===== config.mk =====
export PLATFORM = sky130hd
export DESIGN_NAME = fpa_fp16_to_int
export DESIGN_NICKNAME = d
export VERILOG_FILES = /design/src/rtl/fpa_fp16_to_int.sv
export SDC_FILE = /design/constraint.sdc
export NUM_CORES = 1
export LEC_CHECK = 0
export ABC_AREA = 1
export CAP_MARGIN = 25
export CORE_MARGIN = 3
export CORE_UTILIZATION = 35
export CTS_CLUSTER_SIZE = 10
export DETAILED_ROUTE_END_ITERATION = 7
export GPL_ROUTABILITY_DRIVEN = 0
export PLACE_DENSITY_LB_ADDON = 0.12
export SLEW_MARGIN = 5
export SYNTH_ARGS = -nofsm -noshare
export SYNTH_HDL_FRONTEND = slang
export SYNTH_SLANG_ARGS = --single-unit

===== constraint.sdc =====
create_clock -name clk -period 4.1 [get_ports clk]
set_input_delay 0.82 -clock clk [delete_from_list [all_inputs] [get_ports clk]]
set_output_delay 0.82 -clock clk [all_outputs]
set_load 0.01 [all_outputs]

===== src/rtl/fpa_fp16_to_int.sv =====
// rtl/fpa_fp16_to_int.sv - fp16 (FPSUM encoding) to saturating int16 converter
//
// Purpose:
//   Converts one 16-bit float (sign, 5-bit exponent with bias 15, 10-bit
//   fraction with hidden 1) into a two's-complement int16. The magnitude
//   is aligned by a bit-serial shifter, one position per clock.
//   Out-of-range values saturate (ovf). Nonzero values below 1 truncate
//   to 0 (unf).
//
// Ports:
//   clk        rising-edge clock
//   rst_n      asynchronous active-low reset
//   fp_in      [15] sign, [14:10] exponent, [9:0] fraction
//   in_valid   fp_in is valid
//   in_ready   converter idle and able to accept an operand
//   int_out    registered two's-complement result
//   out_valid  int_out / ovf / unf are valid
//   out_ready  consumer takes the result
//   ovf        result saturated (value outside int16 range)
//   unf        nonzero input truncated to 0 (magnitude below 1)

module fpa_fp16_to_int (
  input  logic        clk,
  input  logic        rst_n,
  input  logic [15:0] fp_in,
  input  logic        in_valid,
  output logic        in_ready,
  output logic [15:0] int_out,
  output logic        out_valid,
  input  logic        out_ready,
  output logic        ovf,
  output logic        unf
);

  typedef enum logic [1:0] {
    S_IDLE  = 2'd0,
    S_SHIFT = 2'd1,
    S_FIN   = 2'd2,
    S_DONE  = 2'd3
  } state_t;

  state_t      r_state;
  logic [15:0] r_mag;
  logic [3:0]  r_cnt;
  logic        r_left;
  logic        r_sign;
  logic [15:0] r_int_out;
  logic        r_out_valid;
  logic        r_ovf;
  logic        r_unf;

  // Operand decode
  logic        w_sign;
  logic [4:0]  w_exp;
  logic [9:0]  w_frac;
  logic [15:0] w_sat;
  logic [3:0]  w_cnt;
  logic        w_left;

  assign w_sign = fp_in[15];
  assign w_exp  = fp_in[14:10];
  assign w_frac = fp_in[9:0];

  // Saturation value follows the sign of the operand.
  assign w_sat  = w_sign ? 16'h8000 : 16'h7FFF;

  // Mantissa {1,M} has its binary point 10 bits up, so an exponent of 25
  // (unbiased 10) leaves it already aligned as an integer. Only used for
  // exponents 15..29, where the distance fits in 4 bits (max 10).
  assign w_left = (w_exp > 5'd25);
  assign w_cnt  = w_left ? 4'(w_exp - 5'd25) : 4'(5'd25 - w_exp);

  assign in_ready  = (r_state == S_IDLE);
  assign int_out   = r_int_out;
  assign out_valid = r_out_valid;
  assign ovf       = r_ovf;
  assign unf       = r_unf;

  always_ff @(posedge clk or negedge rst_n) begin
    if (!rst_n) begin
      r_state     <= S_IDLE;
      r_mag       <= 16'h0000;
      r_cnt       <= 4'd0;
      r_left      <= 1'b0;
      r_sign      <= 1'b0;
      r_int_out   <= 16'h0000;
      r_out_valid <= 1'b0;
      r_ovf       <= 1'b0;
      r_unf       <= 1'b0;
    end else begin
      case (r_state)
        S_IDLE: begin
          if (in_valid) begin
            r_sign <= w_sign;
            // Flags are rewritten on every classification so nothing
            // leaks from the previous result.
            r_ovf  <= 1'b0;
            r_unf  <= 1'b0;
            if (w_exp == 5'd0) begin
              // Zero encoding: fraction ignored.
              r_int_out <= 16'h0000;
              r_state   <= S_DONE;
            end else if (w_exp == 5'd31) begin
              r_int_out <= w_sat;
              r_ovf     <= 1'b1;
              r_state   <= S_DONE;
            end else if (w_exp == 5'd30) begin
              // 2^15 magnitude: only -32768 exactly is representable.
              if (w_sign && (w_frac == 10'd0)) begin
                r_int_out <= 16'h8000;
              end else begin
                r_int_out <= w_sat;
                r_ovf     <= 1'b1;
              end
              r_state <= S_DONE;
            end else if (w_exp < 5'd15) begin
              // Magnitude below 1 truncates to zero.
              r_int_out <= 16'h0000;
              r_unf     <= 1'b1;
              r_state   <= S_DONE;
            end else begin
              r_mag   <= {5'b00000, 1'b1, w_frac};
              r_cnt   <= w_cnt;
              r_left  <= w_left;
              r_state <= S_SHIFT;
            end
          end
        end

        S_SHIFT: begin
          if (r_cnt == 4'd0) begin
            r_state <= S_FIN;
          end else begin
            // Zero-filling shift; right shifts drop bits, i.e. truncate
            // toward zero on the magnitude.
            r_mag <= r_left ? (r_mag << 1) : (r_mag >> 1);
            r_cnt <= r_cnt - 4'd1;
          end
        end

        S_FIN: begin
          // Aligned magnitude is at most 0x7FF0, so negation cannot wrap.
          r_int_out   <= r_sign ? (~r_mag + 16'd1) : r_mag;
          r_ovf       <= 1'b0;
          r_unf       <= 1'b0;
          r_out_valid <= 1'b1;
          r_state     <= S_DONE;
        end

        S_DONE: begin
          // Results classified directly from IDLE raise out_valid one edge
          // after entering DONE; results from FIN arrive already valid.
          if (r_out_valid && out_ready) begin
            r_out_valid <= 1'b0;
            r_state     <= S_IDLE;
          end else begin
            r_out_valid <= 1'b1;
          end
        end

        default: begin
          r_state <= S_IDLE;
        end
      endcase
    end
  end

endmodule


==> impl_results.md <==
- Outcome: completed
- CP Launch Type: input pin
- Share of layout cells above drive strength 1: between 10% and 20%
- Die height: a little under 100 µm
- Post-CTS Repair Setup Buffers: 0
- IO Port Bufs: 39
- Initial Util: between 30% and 40%
- Psw: ~1.3 mW
- Die X-Extent: just under 100 µm
- Largest net degree at the start of global routing: 44
- Worst-Margin Slew: around 0.60 ns
- Setup Total Neg Slack: 0 ns
- P&R area growth vs syn: 18.2%
- Final core occ: around 44%
- Critical Setup Path Class: input pin to register
- PwrDens: approximately 790 nW/µm²
- DR pass1 iterations: 4
- Reg2reg path depth: 7
- Pint: between 1 and 1.5 mW
- First-pass GRT wire length: 12,400 µm
- Synthesized area per cell: between 7 and 8 µm²
- I/O pin count: 40
- Clock transition at path regs: approximately 0.08 ns
- Synth unique cells: 36
- Worst EP arrival: 2.79 ns
- Critical Path Sink Type: register
- RSZ-0062 raised after global routing: no
- Post-CTS Resized: 0
- Type of the worst min-delay path: input pin to asynchronous set/reset pin
- CTS buffer count: 5
- Post-DP HPWL: ~5400 µm
- Deepest clock path buffer count: 2
- Switch share: between 40% and 50%
- Root Buffer: clkbuf_8
- Cells after synthesis: between 300 and 400
- Max-cap violations: 0
- Tcrit/Tclk final: 62.4%
- Slew Limit Headroom: between 50% and 60%
- Total Wirelength: between 7000 and 8000 µm
- Vias in the first global route: around 2,600
- Yosys reg bits: 43
- Tot Pwr: around 2.8 mW
- Slew Limit Fails: 0
- Min Tclk post-route: roughly 2.6 ns
- Hold Fails Final Rpt: 0
- WP data required: approximately 4.3 ns
- DRC viols: 0
- Initial antenna violation count: 0
- Achievable Freq: 391 MHz
- Worst skew pair latency: 0.29 ns
- Core Area: 7970 µm²
- ANT cells: 0
- Vias per cell: 5.04
- Remaining antenna violation count: 0
- Synth warnings: 0
- Full die area: between 9000 and 10,000 µm²
- Nets: between 400 and 500
- CTS tree: yes
- CP max FO: 35
- Post-synth net total: around 430
- WHS: between 0.3 and 0.4 ns
- Wire per inst: roughly 13 µm
- CTS HTree Levels: 2
- Post-synthesis sequential area ratio: 36.3%
- Endpoints failing setup: 0
- Post-Syn Area: a little under 3000 µm²
- Flop pwr share: 29.1%
- VDD IR max: between 200 and 300 µV
- Site Rows: 32
- CTS Sinks: 43
- LEAKAGE: between 1.5 and 2 nW
- Setup Skew: between 0.009 and 0.01 ns
- Via count: about 2,600
- DRT iter0 DRCs: approximately 130
- Total global-route track usage: about 15%
- Total grt overflow: 0
- Hold-fix buffers, CTS: 0
- Clock share of power: between 10% and 20%
- Comb pwr share: about three fifths
==> path summary, 6_finish.rpt <==
kind / from / endpoint / slack [ns]
hold reg to reg: int_out[7]$_DFFE_PN0P_ / int_out[7]$_DFFE_PN0P_ / 0.52
setup / recovery: fp_in[10] / r_cnt[2]$_DFFE_PN0P_ / 1.54
min in group clk: int_out[7]$_DFFE_PN0P_ / int_out[7]$_DFFE_PN0P_ / 0.52
max in group asynchronous: rst_n / r_left$_DFFE_PN0P_ / 3.25
setup reg to reg: r_state[0]$_DFFE_PN0P_ / int_out[13]$_DFFE_PN0P_ / 1.67
hold / removal: rst_n / int_out[4]$_DFFE_PN0P_ / 0.38
==> flip-flops by register name (all words and copies together), names as in the netlist <==
| register | cells |
|---|---|
| int_out | 16 |
| out_valid | 1 |
| r_left | 1 |
| unf | 1 |
| r_cnt | 4 |
| r_mag | 16 |
| r_state | 2 |
| ovf | 1 |
| r_sign | 1 |
==> cell usage after synthesis (all sizes together) <==
cell / count / area [µm²]
a21boi: 1 / 7.51
a21oi: 40 / 249
a22oi: 9 / 67.6
a31oi: 1 / 6.26
buf: 9 / 83.8
clkbuf: 3 / 11.3
clkinv: 1 / 3.75
dfrtp: 43 / 1080
ha: 16 / 200
inv: 42 / 160
nand2: 86 / 335
nand3: 26 / 130
nand3b: 1 / 7.51
nand4: 8 / 50.1
nor2: 43 / 176
nor3: 11 / 66.3
nor4: 2 / 12.5
o211ai: 1 / 7.51
o21ai: 43 / 290
o21bai: 1 / 7.51
o31ai: 1 / 7.51
xnor2: 1 / 8.76
==> power by group through the flow <==
stage | Combinational [mW] | Sequential, mW | Clock [mW]
floorplan | 1.26 | 0.783 | 0
global placement | 1.63 | 0.809 | 0
detailed placement | 1.64 | 0.809 | 0
CTS | 1.64 | 0.802 | 0.332
global route | 1.85 | 0.834 | 0.346
finish | 1.63 | 0.801 | 0.320
==> cell usage in the layout, fill, tap and decap left out, types with 2 or more instances in the layout <==
master           Yosys  final
inv_1               39     39
nor3_1              10     10
nor4_1               2      2
o21ai_1              3      3
ha_1                16     16
a22oi_1              9      9
clkbuf_8             0      5
nand4_1              8      8
clkdlybuf4s50_1      0     38
nand2_1             83     83
nand2_2              2      2
o21ai_2             17     17
inv_2                2      2
nor2_4               2      2
dfrtp_1             43     43
o21ai_0             22     22
a21oi_2             10     10
a21oi_1             29     29
nand3_1             26     26
nor2_1              41     41
==> stage by stage <==
stage / cell area, µm² / setup WS, ns / instances
final: 3510 / 1.54 / 526
after global placement: 3380 / 1.27 / 518
after CTS: 3490 / 1.54 / 525
after detailed placement: 3380 / 1.23 / 518
after global routing: 3510 / 1.36 / 526
after floorplan: 2970 / 2.04 / 389
==> critical path: stages <==
cell             delay, ns
clkdlybuf4s50_1       0.59
inv_1                 0.12
ha_1                  0.26
nand2_1               0.08
a21oi_1               0.06
nor2_1                0.16
nand2_4               0.28
inv_1                 0.26
nand2_1               0.08
o21ai_1               0.07
==> layer usage <==
metal  global-route usage [%]  share of wire (%)  routed length (µm)
met4                     3.94               0.94                  67
met5                        0                  0                   0
met3                     2.50                4.4                 309
met1                     21.3                 47                3340
met2                     25.4                 48                3380
==> cells by family after synthesis <==
family,Yosys count,share of synthesized area (%)
AND/OR/NAND/NOR,177,26.2
AO/OA/AOI/OAI,97,21.7
buffers and inverters,55,8.73
flip-flops,43,36.3
adder cells (fa/ha/maj),16,6.75
XOR/XNOR,1,0.295
==> area by class of cell <==
| type | count | area (µm²) |
|---|---|---|
| Inverter | 43 | 164 |
| Fill cell | 832 | 4460 |
| Clock buffer | 6 | 72.6 |
| Sequential cell | 43 | 1080 |
| Tap cell | 102 | 128 |
| Multi-Input combinational cell | 291 | 1630 |
| Timing Repair Buffer | 40 | 405 |
| Clock inverter | 1 | 30.0 |
(Power assumes the default switching activity.)
